<file path="src/rtl/acorn128_pkg.sv">
// Shared constants, FSM encoding and the ACORN-128 boolean helpers
// used by the step datapath and the finalization controller.
package acorn128_pkg;

    localparam int STATE_W     = 293;
    localparam int FINAL_STEPS = 768;
    localparam int TAG_W       = 128;
    localparam int TAG_START   = 640;
    localparam int CNT_W       = 10;

    // Taps of the six LFSR junctions, the keystream and the feedback
    localparam int T_S0   = 0;
    localparam int T_S12  = 12;
    localparam int T_S23  = 23;
    localparam int T_S61  = 61;
    localparam int T_S66  = 66;
    localparam int T_S107 = 107;
    localparam int T_S111 = 111;
    localparam int T_S154 = 154;
    localparam int T_S160 = 160;
    localparam int T_S193 = 193;
    localparam int T_S196 = 196;
    localparam int T_S230 = 230;
    localparam int T_S235 = 235;
    localparam int T_S244 = 244;
    localparam int T_S289 = 289;

    typedef enum logic [1:0] {
        ST_IDLE = 2'd0,
        ST_RUN  = 2'd1,
        ST_DONE = 2'd2
    } fin_state_e;

    function automatic logic maj(input logic x, input logic y, input logic z);
        return (x & y) ^ (x & z) ^ (y & z);
    endfunction

    function automatic logic ch(input logic x, input logic y, input logic z);
        return (x & y) ^ (~x & z);
    endfunction

    // Expects the state after the six junction updates of the current step
    function automatic logic acorn_ks(input logic [STATE_W-1:0] s);
        return s[T_S12] ^ s[T_S154] ^ maj(s[T_S235], s[T_S61], s[T_S193])
             ^ ch(s[T_S230], s[T_S111], s[T_S66]);
    endfunction

    function automatic logic acorn_fb(input logic [STATE_W-1:0] s, input logic ca,
                                      input logic cb, input logic m, input logic ks);
        return s[T_S0] ^ ~s[T_S107] ^ maj(s[T_S244], s[T_S23], s[T_S160])
             ^ (ca & s[T_S196]) ^ (cb & ks) ^ m;
    endfunction

endpackage

</file>
<file path="src/rtl/acorn128_step.sv">
// One combinational ACORN-128 state update: junction mixing, keystream,
// feedback and shift. Chained to unroll several steps per clock.
module acorn128_step
    import acorn128_pkg::*;
(
    input  logic [STATE_W-1:0] state_i,
    input  logic               ca_i,
    input  logic               cb_i,
    input  logic               m_i,
    output logic [STATE_W-1:0] state_o,
    output logic               ks_o
);

    logic [STATE_W-1:0] mix_s;
    logic               ks_s;
    logic               fb_s;

    // Each junction reads only bits that are updated later in the sequence,
    // so all right-hand sides can use the incoming state directly.
    always_comb begin
        mix_s          = state_i;
        mix_s[T_S289]  = state_i[T_S289] ^ state_i[T_S235] ^ state_i[T_S230];
        mix_s[T_S230]  = state_i[T_S230] ^ state_i[T_S196] ^ state_i[T_S193];
        mix_s[T_S193]  = state_i[T_S193] ^ state_i[T_S160] ^ state_i[T_S154];
        mix_s[T_S154]  = state_i[T_S154] ^ state_i[T_S111] ^ state_i[T_S107];
        mix_s[T_S107]  = state_i[T_S107] ^ state_i[T_S66]  ^ state_i[T_S61];
        mix_s[T_S61]   = state_i[T_S61]  ^ state_i[T_S23]  ^ state_i[T_S0];
        ks_s           = acorn_ks(mix_s);
        fb_s           = acorn_fb(mix_s, ca_i, cb_i, m_i, ks_s);
        state_o        = {fb_s, mix_s[STATE_W-1:1]};
        ks_o           = ks_s;
    end

endmodule

</file>
<file path="src/rtl/finalization.sv">
// ACORN-128 finalization: 768 steps with ca=cb=1, m=0 on a loaded state,
// collecting the last 128 keystream bits as the tag.
module finalization
    import acorn128_pkg::*;
#(
    parameter int STEPS_PER_CYCLE = 1
)(
    input  logic               clk,
    input  logic               rst,
    input  logic               start,
    input  logic [STATE_W-1:0] state_in,
    output logic               busy,
    output logic               tag_valid,
    output logic [TAG_W-1:0]   tag_out,
    output logic [STATE_W-1:0] state_out
);

    localparam int               P        = STEPS_PER_CYCLE;
    localparam logic [CNT_W-1:0] CNT_LAST = CNT_W'(FINAL_STEPS - P);
    localparam logic [CNT_W-1:0] CNT_TAG  = CNT_W'(TAG_START);
    localparam logic [CNT_W-1:0] CNT_INC  = CNT_W'(P);

    fin_state_e         fsm_q, fsm_d;
    logic [STATE_W-1:0] state_q, state_d;
    logic [CNT_W-1:0]   cnt_q, cnt_d;
    logic [TAG_W-1:0]   tag_q, tag_d;
    logic               tag_valid_q, tag_valid_d;
    logic               busy_q, busy_d;

    logic [STATE_W-1:0] chain_s [0:P];
    logic [P-1:0]       ks_s;

    assign chain_s[0] = state_q;

    for (genvar g = 0; g < P; g++) begin : g_step
        acorn128_step u_step (
            .state_i (chain_s[g]),
            .ca_i    (1'b1),
            .cb_i    (1'b1),
            .m_i     (1'b0),
            .state_o (chain_s[g+1]),
            .ks_o    (ks_s[g])
        );
    end

    // Next-state logic; the tag fills from the top so the earliest
    // collected bit ends up in tag bit 0 once 128 bits have been shifted in.
    always_comb begin
        fsm_d       = fsm_q;
        state_d     = state_q;
        cnt_d       = cnt_q;
        tag_d       = tag_q;
        tag_valid_d = tag_valid_q;
        busy_d      = busy_q;
        case (fsm_q)
            ST_IDLE, ST_DONE: begin
                if (start) begin
                    fsm_d       = ST_RUN;
                    state_d     = state_in;
                    cnt_d       = {CNT_W{1'b0}};
                    tag_d       = {TAG_W{1'b0}};
                    tag_valid_d = 1'b0;
                    busy_d      = 1'b1;
                end else begin
                    fsm_d       = fsm_q;
                end
            end
            ST_RUN: begin
                state_d = chain_s[P];
                cnt_d   = cnt_q + CNT_INC;
                if (cnt_q >= CNT_TAG) begin
                    tag_d = {ks_s, tag_q[TAG_W-1:P]};
                end else begin
                    tag_d = tag_q;
                end
                if (cnt_q == CNT_LAST) begin
                    fsm_d       = ST_DONE;
                    tag_valid_d = 1'b1;
                    busy_d      = 1'b0;
                end else begin
                    fsm_d       = ST_RUN;
                end
            end
            default: begin
                fsm_d       = ST_IDLE;
                busy_d      = 1'b0;
                tag_valid_d = 1'b0;
            end
        endcase
    end

    // State, counter, tag and status registers
    always_ff @(posedge clk or posedge rst) begin
        if (rst) begin
            fsm_q       <= ST_IDLE;
            state_q     <= {STATE_W{1'b0}};
            cnt_q       <= {CNT_W{1'b0}};
            tag_q       <= {TAG_W{1'b0}};
            tag_valid_q <= 1'b0;
            busy_q      <= 1'b0;
        end else begin
            fsm_q       <= fsm_d;
            state_q     <= state_d;
            cnt_q       <= cnt_d;
            tag_q       <= tag_d;
            tag_valid_q <= tag_valid_d;
            busy_q      <= busy_d;
        end
    end

    assign busy      = busy_q;
    assign tag_valid = tag_valid_q;
    assign tag_out   = tag_q;
    assign state_out = state_q;

endmodule

</file>
<file path="config.mk">
export PLATFORM = sky130hd
export DESIGN_NAME = finalization
export DESIGN_NICKNAME = d
export VERILOG_FILES = /design/src/rtl/acorn128_pkg.sv /design/src/rtl/acorn128_step.sv /design/src/rtl/finalization.sv
export SDC_FILE = /design/constraint.sdc
export NUM_CORES = 1
export LEC_CHECK = 0
export ABC_AREA = 1
export ABC_CLOCK_PERIOD_IN_PS = 18200
export BUFFER_PORTS_ARGS = -buffer_cell sky130_fd_sc_hd__buf_2
export CAP_MARGIN = 15
export CORE_AREA = 2 2 277 279
export CTS_CLUSTER_SIZE = 20
export DETAILED_ROUTE_END_ITERATION = 16
export DIE_AREA = 0 0 279 281
export PLACE_DENSITY_LB_ADDON = 0.12
export SLEW_MARGIN = 10
export SYNTH_ARGS = -nofsm -noshare
export SYNTH_HDL_FRONTEND = slang
export SYNTH_HIERARCHICAL = 1
export SYNTH_SLANG_ARGS = --single-unit
</file>
<file path="constraint.sdc">
create_clock -name clk -period 18.2 [get_ports clk]
set_clock_uncertainty 0.1 [all_clocks]
set_input_delay 3.64 -clock clk [delete_from_list [all_inputs] [get_ports clk]]
set_output_delay 3.64 -clock clk [all_outputs]
set_load 0.03 [all_outputs]
</file>
==> qor.csv, run 1 <==
stage;metric;value;unit
run_status;status;finished, final reports clean;
logic_synthesis;Yosys Warn Count;6;
global_routing;GRT Total Usage;18.6;%
logic_synthesis;largest family of logic cells by synthesized area;buffers and inverters;
critical_path;Worst path slowest cell;nand2_1;
logic_synthesis;Compound-Gate Fraction of Synth Area;9.90;%
timing;Final period util;38.2;%
logic_synthesis;top post-synthesis cells by area;dfrtp_1, buf_4, nand2_1;
clocking;TritonCTS buffer count;53;
logic_synthesis;Mapped Area;22800;um2
final_layout;non-filler instance count after layout;3843;
floorplanning;Placeable Area;75400;um2
timing;Fmax achieved;144;MHz
timing;final setup fails;0;
global_routing;initial antenna violation count;11;
clocking;clock-pin transition on the worst setup and hold timing paths;60;ps
logic_synthesis;synthesis-stage register bit count;435;
clocking;CTS tree;built;
timing;Pins Over Slew Limit;0;
logic_synthesis;XOR/XNOR share of the synthesized area;0.115;%
timing;post-layout minimum cycle time;6960;ps
floorplanning;DIE AREA;78400;um2
critical_path;crit-path cells;buf_2 > inv_1 > nor2_4 > inv_2 > nand2_1 > inv_8 > buf_4 > nand2_1 > nand3_1;
power;PnR Total Power;4.52;mW
clocking;H-tree depth reported by CTS;2;
routing;vias per cell;4.61;
clocking;clk sinks;435;
final_layout;FF/Latch Area;10900;um2
critical_path;peak per-stage delay on the critical path;810;ps
timing;final worst-path setup slack;11240;ps
power;Max VDD drop;0.0763;mV
worst_hold_path;HP Class;reg -> reg;
routing;antenna viol nets, final;0;
critical_path;maximum net fanout on the critical path;104;
global_routing;largest net degree at the start of global routing;148;
floorplanning;Die Y;281;um
logic_synthesis;Distinct cells, synth;26;
clocking;Resize count post-CTS;0;
floorplanning;die width;279;um
routing;Vias;17700;
logic_synthesis;Synth Area in Adders;0.110;%
placement;GP Congestion;0.846;
job;Max-Cap Viols;0;
final_layout;fin util;32.7;%
final_layout;Area Growth Syn to Fin;8.16;%
final_layout;fraction of layout cells with a size suffix above 1;29.5;%
floorplanning;Initial Utilization;30.3;%
logic_synthesis;Synth Area in Simple Gates;17.7;%
placement;HPWL Detailed;53.9;mm
final_layout;Multi-input gate area;6410;um2
clocking;CTS max path bufs;3;
critical_path;Critical Path AT;7340;ps
logic_synthesis;multiplexer share of the synthesized area;0;%
floorplanning;IO Pins;719;
floorplanning;row count;101;
final_layout;most frequent cells in the layout;buf_2, nand2_1, dfrtp_1;
routing;DR iter-0 viols;983;
timing;final hold violations;0;
global_routing;GRT overflow;0;
timing;Least-Margin Pin Slew;1180;ps
timing;Max transition margin;21.6;%
critical_path;Worst Setup Start Kind;input port;
placement;port buffer count;718;
power;Leak;12.3;nW
global_routing;first-pass GRT wire length;113;mm
timing;RSZ-0062 raised after global routing;false;
timing;Post-Route Setup TNS;0;ps
global_routing;number of global-route vias before repair;17800;
worst_hold_path;Hold Crit Depth;2;
final_layout;filler instances;8188;
critical_path;Critical Setup Path Class;in -> reg;
routing;final wirelength;75.9;mm
placement;Placement Setup Slack;10550;ps
logic_synthesis;Avg Inst Size Synth;8.32;um2
routing;first drt pass iteration count;5;
clocking;Post-CTS Hold Buffers;0;
clocking;Root Buffer Master;clkbuf_16;
clocking;Clock Latency Late Sink;620;ps
critical_path;Worst Path Required;18580;ps
critical_path;CP endpoint kind;flop;
final_layout;nets@finish;3114;
critical_path;cells on worst reg2reg path;7;
logic_synthesis;largest area contributor in the netlist;dfrtp_1;
logic_synthesis;Seq/Total Area, Yosys;47.7;%
routing;DRC viols;0;
placement;dpl cells;3739;
power;PwrDens;183;nW/um2
critical_path;most used cell, CP;nand2_1;
logic_synthesis;Post-Synthesis Cells;2745;
logic_synthesis;top-area cell type share of the netlist area;47.7;%
clocking;total setup buffers inserted after CTS;0;
routing;WL/cell;19.8;um
final_layout;commonest non-fill, non-tap cell in the layout;buf_2;
through the flow:
step,instance area (um2),hold WS (ps)
2_1_floorplan,22800,376
3_3_place_gp,22900,354
3_5_place_dp,22900,358
4_1_cts,24700,372
5_1_grt,24700,426
6_report,24700,372
power by group:
part	internal [mW]	switching (mW)
sequential	1.31	0.333
clock	0.636	0.454
combinational	0.500	1.28
total	2.45	2.07
flip-flops by register name (all words and copies together) (netlist names):
register   cells
fsm_q          2
busy           1
tag_out      128
tag_valid      1
cnt_q         10
state_out    293
layout make-up:
cell class / instances / area share (%)
inverter: 163 / 2.54
clock inverter: 22 / 1.09
timing repair buffer: 734 / 15.1
sequential: 435 / 44.1
antenna: 6 / 0.0608
clock buffer: 76 / 6.25
tap: 978 / 4.95
multi-input combinational: 1429 / 26.0
metal layers:
metal	vias up	GRT usage [%]	part of all wire, %
met5	-	0	0.065
met4	8	5.97	2.8
met3	108	5.59	7.7
met2	575	31.3	49
met1	8677	22.7	40
li1	8364	-	-
cell families (layout without fill, tap and decap cells):
logic type	after synthesis	in the layout
buffers and inverters	883	995
AND/OR/NAND/NOR	1005	1005
flip-flops	435	435
XOR/XNOR	3	3
AO/OA/AOI/OAI	415	415
adder cells (fa/ha/maj)	2	2
other	2	10
final timing paths:
kind                       slack (ps)                 start                          to
max in group asynchronous       12740                   rst  state_out[124]$_DFFE_PP0P_
min in group asynchronous        3060                   rst     tag_out[48]$_DFFE_PP0P_
setup reg to reg                13900  fsm_q[0]$_DFFE_PP0P_  state_out[291]$_DFFE_PP0P_
hold / removal                    370      busy$_DFFE_PP0P_            busy$_DFFE_PP0P_
hold reg to reg                   370      busy$_DFFE_PP0P_            busy$_DFFE_PP0P_
setup / recovery                11240                 start  state_out[291]$_DFFE_PP0P_
synthesized netlist by cell type (all sizes together):
master	instances
conb	2
buf	668
dfrtp	435
o21bai	1
a21oi	130
clkbuf	52
nand2	647
inv	162
ha	2
xor2	1
nand3b	2
clkinv	1
o21ai	139
nand4	3
xnor2	2
nor2	179
o22ai	145
nand3	174
worst max-delay path, delay by kind of cell:
kind / cells / cell delay, ps
AND/OR/NAND/NOR: 4 / 1850
buffers and inverters: 5 / 1670
Power figures use the tool's default switching activity.
==> run 2, diff against run 1 <==
--- a/config.mk
+++ b/config.mk
@@ -5,14 +5,14 @@
 export SDC_FILE = /design/constraint.sdc
 export NUM_CORES = 1
 export LEC_CHECK = 0
-export ABC_AREA = 1
-export ABC_CLOCK_PERIOD_IN_PS = 18200
+export ABC_AREA = 0
+export ABC_CLOCK_PERIOD_IN_PS = 6700
 export BUFFER_PORTS_ARGS = -buffer_cell sky130_fd_sc_hd__buf_2
 export CAP_MARGIN = 15
-export CORE_AREA = 2 2 277 279
+export CORE_AREA = 2 2 281 283
 export CTS_CLUSTER_SIZE = 20
 export DETAILED_ROUTE_END_ITERATION = 16
-export DIE_AREA = 0 0 279 281
+export DIE_AREA = 0 0 283 285
 export PLACE_DENSITY_LB_ADDON = 0.12
 export SLEW_MARGIN = 10
 export SYNTH_ARGS = -nofsm -noshare
==> constraint.sdc (replaced) <==
create_clock -name clk -period 6.7 [get_ports clk]
set_clock_uncertainty 0.1 [all_clocks]
set_input_delay 1.34 -clock clk [delete_from_list [all_inputs] [get_ports clk]]
set_output_delay 1.34 -clock clk [all_outputs]
set_load 0.03 [all_outputs]
==> run 2 against run 1 <==
Utilization down 0.089 points. Non-clock buffer count is 2 higher. Routed wire length is 2.3% lower. Total power increased to 2.8 times the previous value. Via count fell by 2.2%. Sequential power grew to 2.7 times the previous value. Final cell count decreased by 2.8%. Global-route usage fell by 0.85 points. Flip-flop and latch count did not move. Critical path type is now reg -> out. Critical endpoint is now state_out[154].
==> qor.csv, run 2 <==
stage;metric;value;unit;change
power;P_sw;5.70;mW;+180%
routing;first drt pass iteration count;5;;unchanged
logic_synthesis;largest family of logic cells by synthesized area;buffers and inverters;;
worst_hold_path;HP Class;reg -> reg;;
logic_synthesis;top-area cell type share of the netlist area;46.2;%;-1.4 points
floorplanning;row count;103;;+2.0%
final_layout;post-route cell area;25500;um2;+3.1%
placement;HPWL Detailed;50.6;mm;-6.1%
power;logic gate share of total power;41.0;%;+1.5 points
global_routing;first-pass GRT wire length;113;mm;-0.28%
placement;Placement Setup Slack;3250;ps;-7300 ps
routing;DR iter-0 viols;1032;;+5.0%
global_routing;GRT Total Usage;17.7;%;-0.85 points
placement;dpl cells;3630;;-2.9%
routing;DRC viols;0;;unchanged
logic_synthesis;Compound-Gate Fraction of Synth Area;9.22;%;-0.68 points
timing;Max transition margin;19.9;%;-1.7 points
floorplanning;Die Y;285;um;+1.4%
logic_synthesis;Synth Area in Adders;0.197;%;+0.087 points
clocking;Clock Latency Late Sink;610;ps;about the same
power;Leak;13.3;nW;+8.2%
power;Switching Fraction;45.7;%;-0.16 points
logic_synthesis;largest area contributor in the netlist;dfrtp_1;;
clocking;Resize count post-CTS;0;;unchanged
critical_path;crit-path cells;buf_2;;
final_layout;most frequent cells in the layout;buf_2, nand2_1, dfrtp_1;;
global_routing;met3 Usage GRT;4.62;%;-0.97 points
final_layout;max reg flops;293;;unchanged
critical_path;sum of buffers and inverters on the critical path;1;;-4
logic_synthesis;main flop type after synthesis;dfrtp_1;;
routing;final wirelength;74.2;mm;-2.3%
clocking;clock-pin transition on the worst setup and hold timing paths;60;ps;about the same
logic_synthesis;top post-synthesis cells by area;dfrtp_1, buf_4, nand2_1;;
logic_synthesis;Yosys Warn Count;6;;unchanged
final_layout;fraction of layout cells with a size suffix above 1;33.2;%;+3.7 points
critical_path;maximum net fanout on the critical path;4;;-96%
critical_path;critical path's top delay family;flip-flops;;
clocking;H-tree depth reported by CTS;2;;unchanged
routing;antenna viol nets, final;0;;unchanged
final_layout;filler instances;8307;;+1.5%
critical_path;peak per-stage delay on the critical path;600;ps;-210 ps
logic_synthesis;Mapped Area;23500;um2;+3.1%
timing;Post-Route Setup TNS;0;ps;unchanged
clocking;Root Buffer Master;clkbuf_16;;
logic_synthesis;Synth async-reset ratio;100;%;unchanged
power;PnR Total Power;12.5;mW;+180%
floorplanning;Initial Utilization;30.2;%;-0.077 points
critical_path;Critical Setup Path Class;reg -> out;;
power;PwrDens;491;nW/um2;+170%
routing;vias per cell;4.64;;+0.65%
logic_synthesis;Synth Area in Simple Gates;14.9;%;-2.8 points
clocking;TritonCTS buffer count;55;;+3.8%
placement;port buffer count;718;;unchanged
timing;final hold violations;0;;unchanged
final_layout;fin util;32.6;%;-0.089 points
final_layout;commonest non-fill, non-tap cell in the layout;buf_2;;
final_layout;nets@finish;2935;;-5.7%
routing;Vias;17300;;-2.2%
critical_path;Worst path slowest cell;dfrtp_1;;
placement;dpl cell area;23700;um2;+3.6%
logic_synthesis;Distinct cells, synth;41;;+58%
global_routing;largest net degree at the start of global routing;194;;+31%
clocking;total setup buffers inserted after CTS;0;;unchanged
floorplanning;DIE AREA;80700;um2;+2.9%
global_routing;met1 usage;21.7;%;-1.0 points
timing;Fmax achieved;337;MHz;
critical_path;Critical Path AT;1520;ps;-5820 ps
timing;Least-Margin Pin Slew;1200;ps;+25.6 ps
routing;WL/cell;19.9;um;+0.56%
logic_synthesis;multiplexer share of the synthesized area;6.00;%;+6.0 points
critical_path;CP endpoint kind;output pin;;
power;register share of total power;35.9;%;-0.5 points
global_routing;number of global-route vias before repair;17600;;-1.3%
timing;Pins Over Slew Limit;0;;unchanged
logic_synthesis;Post-Synthesis Cells;2583;;-5.9%
job;Max-Cap Viols;0;;unchanged
global_routing;initial antenna violation count;17;;+6
floorplanning;IO Pins;719;;unchanged
power;Max VDD drop;0.267;mV;+250%
logic_synthesis;Post-synth top cells;buf_4, nand2_1, dfrtp_1;;
logic_synthesis;Seq/Total Area, Yosys;46.2;%;-1.4 points
clocking;Post-CTS Hold Buffers;0;;unchanged
timing;final setup fails;0;;unchanged
timing;RSZ-0062 raised after global routing;false;;
logic_synthesis;XOR/XNOR share of the synthesized area;0.893;%;+0.78 points
timing;post-layout minimum cycle time;2960;ps;
run_status;status;finished, final reports clean;;
final_layout;non-filler instance count after layout;3735;;-2.8%
global_routing;GRT overflow;0;;unchanged
placement;GP Congestion;0.852;;+0.71%
clocking;clk sinks;435;;unchanged
timing;final worst-path setup slack;3740;ps;-7510 ps
timing;WHS;410;ps;+38.2 ps
global_routing;most used routing layer;met2;;
clocking;CTS max path bufs;3;;unchanged
timing;Final period util;44.2;%;
critical_path;Worst Setup Start Kind;flop;;
clocking;CTS tree;built;;
floorplanning;Placeable Area;78000;um2;+3.3%
logic_synthesis;top-count cell post-synth;buf_4;;
power;internal power;6.79;mW;+180%
logic_synthesis;Post-synth EDFFs;0;;unchanged
logic_synthesis;Avg Inst Size Synth;9.11;um2;+9.6%
global_routing;met2 Use GR;30.5;%;-0.87 points
floorplanning;die width;283;um;+1.4%
logic_synthesis;synthesis-stage register bit count;435;;unchanged
power;clock share of power;23.1;%;-1.0 points
final_layout;Area Growth Syn to Fin;8.14;%;about the same
critical_path;Worst Path Required;5260;ps;-13320 ps
## run 2: per-layer routing
layer,part of all wire [%],up-vias
met1,41,8568
met3,6.3,120
li1,-,8110
met5,0.15,-
met2,50,530
met4,3.1,18
## run 2: layout make-up
type	count	area (um2)	share of cell area, %
Antenna cell	8	20.0	0.0786
Clock buffer	85	1610	6.32
Clock inverter	12	131	0.516
Inverter	72	274	1.08
Multi-Input combinational cell	1337	7390	29.0
Sequential cell	435	10900	42.8
Tap cell	1050	1310	5.16
Timing Repair Buffer	736	3830	15.0
## run 2: kinds of logic (layout without fill, tap and decap cells)
logic type | count (synthesis) | after routing
and+or+nand+nor | 865 | 865
buffers and inverters | 813 | 905
DFF | 435 | 435
AOI/OAI and AO/OA | 314 | 314
muxes | 133 | 133
xor gates and xnor gates | 17 | 17
adders and majority gates | 4 | 4
other | 2 | 12
## run 2: worst paths after layout
path                            slack [ps]                  startpoint                    endpoint  cells past startpoint
worst max-delay path                  3740  state_out[154]$_DFFE_PP0P_              state_out[154]                      1
min in group asynchronous              860                         rst   state_out[95]$_DFFE_PP0P_                      2
worst max register to register        3850        fsm_q[0]$_DFFE_PP0P_   state_out[80]$_DFFE_PP0P_                      4
worst min-delay path                   410  state_out[184]$_DFFE_PP0P_  state_out[183]$_DFFE_PP0P_                      2
worst min register to register         410  state_out[184]$_DFFE_PP0P_  state_out[183]$_DFFE_PP0P_                      2
max in group asynchronous             4250                         rst  state_out[272]$_DFFE_PP0P_                      3
## run 2: power groups by stage
stage | combinational (mW) | sequential [mW] | clock (mW)
global placement | 5.20 | 4.51 | 0
finish | 5.12 | 4.48 | 2.89
detailed placement | 5.22 | 4.53 | 0
global route | 5.55 | 4.64 | 3.10
CTS | 5.23 | 4.51 | 2.99
floorplan | 6.02 | 4.19 | 0
==> run 3, diff against run 2 <==
--- a/config.mk
+++ b/config.mk
@@ -6,13 +6,13 @@
 export NUM_CORES = 1
 export LEC_CHECK = 0
 export ABC_AREA = 0
-export ABC_CLOCK_PERIOD_IN_PS = 6700
+export ABC_CLOCK_PERIOD_IN_PS = 2450
 export BUFFER_PORTS_ARGS = -buffer_cell sky130_fd_sc_hd__buf_2
 export CAP_MARGIN = 15
-export CORE_AREA = 2 2 281 283
+export CORE_AREA = 2 2 279 281
 export CTS_CLUSTER_SIZE = 20
 export DETAILED_ROUTE_END_ITERATION = 16
-export DIE_AREA = 0 0 283 285
+export DIE_AREA = 0 0 281 283
 export PLACE_DENSITY_LB_ADDON = 0.12
 export SLEW_MARGIN = 10
 export SYNTH_ARGS = -nofsm -noshare
==> constraint.sdc (replaced) <==
create_clock -name clk -period 2.45 [get_ports clk]
set_clock_uncertainty 0.1 [all_clocks]
set_input_delay 0.49 -clock clk [delete_from_list [all_inputs] [get_ports clk]]
set_output_delay 0.49 -clock clk [all_outputs]
set_load 0.03 [all_outputs]
==> run 3 against run 2 <==
Clock power increased to 2.8 times the previous value. Sequential share of layout area decreased by 2.8 points. Combinational power increased to 2.9 times the previous value. Largest cell class unchanged.
==> qor.csv, run 3 (synthesis gave the netlist of run 2 again) <==
stage;metric;value;unit;change
run_status;status;finished, final reports clean;;
timing;post-layout minimum cycle time;2150;ps;
job;Max-Cap Viols;0;;unchanged
clocking;total setup buffers inserted after CTS;0;;unchanged
final_layout;post-route cell area;27300;um2;+7.1%
power;Max VDD drop;0.938;mV;+250%
floorplanning;DIE AREA;79500;um2;-1.4%
critical_path;Worst Setup Start Kind;flop;;
critical_path;maximum net fanout on the critical path;4;;unchanged
routing;DR iter-0 viols;1032;;unchanged
routing;WL/cell;19.6;um;-1.4%
power;PwrDens;1270;nW/um2;+160%
routing;DRC viols;0;;unchanged
final_layout;filler instances;7983;;-3.9%
final_layout;commonest non-fill, non-tap cell in the layout;buf_2;;
critical_path;peak per-stage delay on the critical path;450;ps;-150 ps
timing;Fmax achieved;466;MHz;
timing;Pins Over Slew Limit;0;;unchanged
routing;first drt pass iteration count;6;;+1
clocking;clock-pin transition on the worst setup and hold timing paths;60;ps;about the same
clocking;TritonCTS buffer count;53;;-3.6%
critical_path;Critical Setup Path Class;reg -> reg;;
timing;Final period util;87.7;%;
routing;Vias;18000;;+3.9%
floorplanning;IO Pins;719;;unchanged
timing;RSZ-0062 raised after global routing;false;;
global_routing;GRT overflow;0;;unchanged
floorplanning;Placeable Area;76700;um2;-1.6%
clocking;Clock Latency Late Sink;610;ps;about the same
power;Leak;14.2;nW;+6.4%
critical_path;most used cell, CP;mux2i_1;;
timing;Max transition margin;48.8;%;+29 points
timing;Least-Margin Pin Slew;762;ps;-440 ps
final_layout;max reg flops;293;;unchanged
floorplanning;Initial Utilization;30.7;%;+0.50 points
clocking;clk sinks;435;;unchanged
routing;antenna viol nets, final;0;;unchanged
final_layout;nets@finish;3103;;+5.7%
clocking;Root Buffer Master;clkbuf_16;;
global_routing;first-pass GRT wire length;116;mm;+2.7%
critical_path;Worst path slowest cell;xnor3_1;;
final_layout;fraction of layout cells with a size suffix above 1;33.1;%;-0.098 points
floorplanning;row count;102;;-0.97%
power;PnR Total Power;34.6;mW;+180%
floorplanning;die width;281;um;-0.71%
final_layout;most frequent cells in the layout;buf_2, nand2_1, dfrtp_1;;
critical_path;Critical Path AT;2530;ps;+1010 ps
critical_path;sum of buffers and inverters on the critical path;0;;-1
global_routing;GRT Total Usage;18.6;%;+0.90 points
global_routing;initial antenna violation count;14;;-3
critical_path;Worst Path Required;2840;ps;-2420 ps
critical_path;crit-path cells;xnor3_1 > mux2i_1 > xor2_1 > mux2i_1 > xnor2_1 > a22oi_1 > nand2_1;;
timing;WHS;37.0;ps;-373 ps
final_layout;fin util;35.6;%;+2.9 points
worst_hold_path;HP Class;in -> reg;;
timing;Post-Route Setup TNS;0;ps;unchanged
placement;port buffer count;718;;unchanged
final_layout;Area Growth Syn to Fin;15.9;%;
placement;HPWL Detailed;54.3;mm;+7.3%
routing;final wirelength;76.3;mm;+2.9%
placement;dpl cell area;24300;um2;+2.7%
critical_path;critical path's top delay family;XOR/XNOR gates;;
global_routing;largest net degree at the start of global routing;126;;-35%
placement;GP Congestion;0.835;;-2.0%
clocking;H-tree depth reported by CTS;2;;unchanged
floorplanning;Die Y;283;um;-0.70%
clocking;CTS tree;built;;
timing;final setup fails;0;;unchanged
timing;final hold violations;0;;unchanged
routing;vias per cell;4.63;;-0.37%
clocking;CTS max path bufs;3;;unchanged
critical_path;CP endpoint kind;flop;;
global_routing;number of global-route vias before repair;18500;;+5.1%
-- run 3: area by class of cell --
| cell class | count | area [um2] | share of cell area (%) |
|---|---|---|---|
| Sequential cell | 435 | 10900 | 39.9 |
| Inverter | 72 | 274 | 1.00 |
| Clock inverter | 12 | 140 | 0.514 |
| Antenna cell | 11 | 27.5 | 0.101 |
| Timing Repair Buffer | 906 | 5650 | 20.7 |
| Tap cell | 1040 | 1300 | 4.77 |
| Clock buffer | 83 | 1600 | 5.87 |
| Multi-Input combinational cell | 1337 | 7390 | 27.1 |
-- run 3: stage by stage --
stage | worst slack, ps | std cells
final | 302 | 3896
after global routing | 126 | 3893
after CTS | 259 | 3885
after detailed placement | 276 | 3672
after global placement | 269 | 3672
after floorplan | -4020 | 2585
-- run 3: repair_timing --
action | CTS | global route
hold endpoints to repair | 122 | 0
hold buffers | 118 | 0
gates resized for setup | 0 | 0
-- run 3: where the power goes --
group	switching, mW	internal [mW]
sequential	2.40	9.74
clock	3.27	4.68
combinational	9.99	4.57
-- run 3: path summary, 6_finish.rpt --
check                                      startpoint                    endpoint  slack (ps)  depth (start not counted)
max                        state_out[193]$_DFFE_PP0P_  state_out[292]$_DFFE_PP0P_         300                          7
max in group asynchronous                         rst  state_out[121]$_DFFE_PP0P_         960                          5
max reg2reg                state_out[193]$_DFFE_PP0P_  state_out[292]$_DFFE_PP0P_         300                          7
min in group asynchronous                         rst   state_out[41]$_DFFE_PP0P_         350                          3
min reg2reg                state_out[207]$_DFFE_PP0P_  state_out[206]$_DFFE_PP0P_         410                          2
min                                     state_in[263]  state_out[263]$_DFFE_PP0P_          40                          3
-- run 3: worst reg2reg max path, stage by stage, from the launching register on --
cell and delay, ps:
dfrtp_1 420, xnor3_1 450, mux2i_1 230, xor2_1 260, mux2i_1 250, xnor2_1 100, a22oi_1 150, nand2_1 70
-- run 3: layer usage --
layer	GRT usage, %	vias to the layer above	share of wire, %
met4	7.33	8	3.7
met2	31.2	568	49
li1	-	8449	-
met1	23.1	8870	41
met3	4.50	132	6.2
met5	0	-	0.063
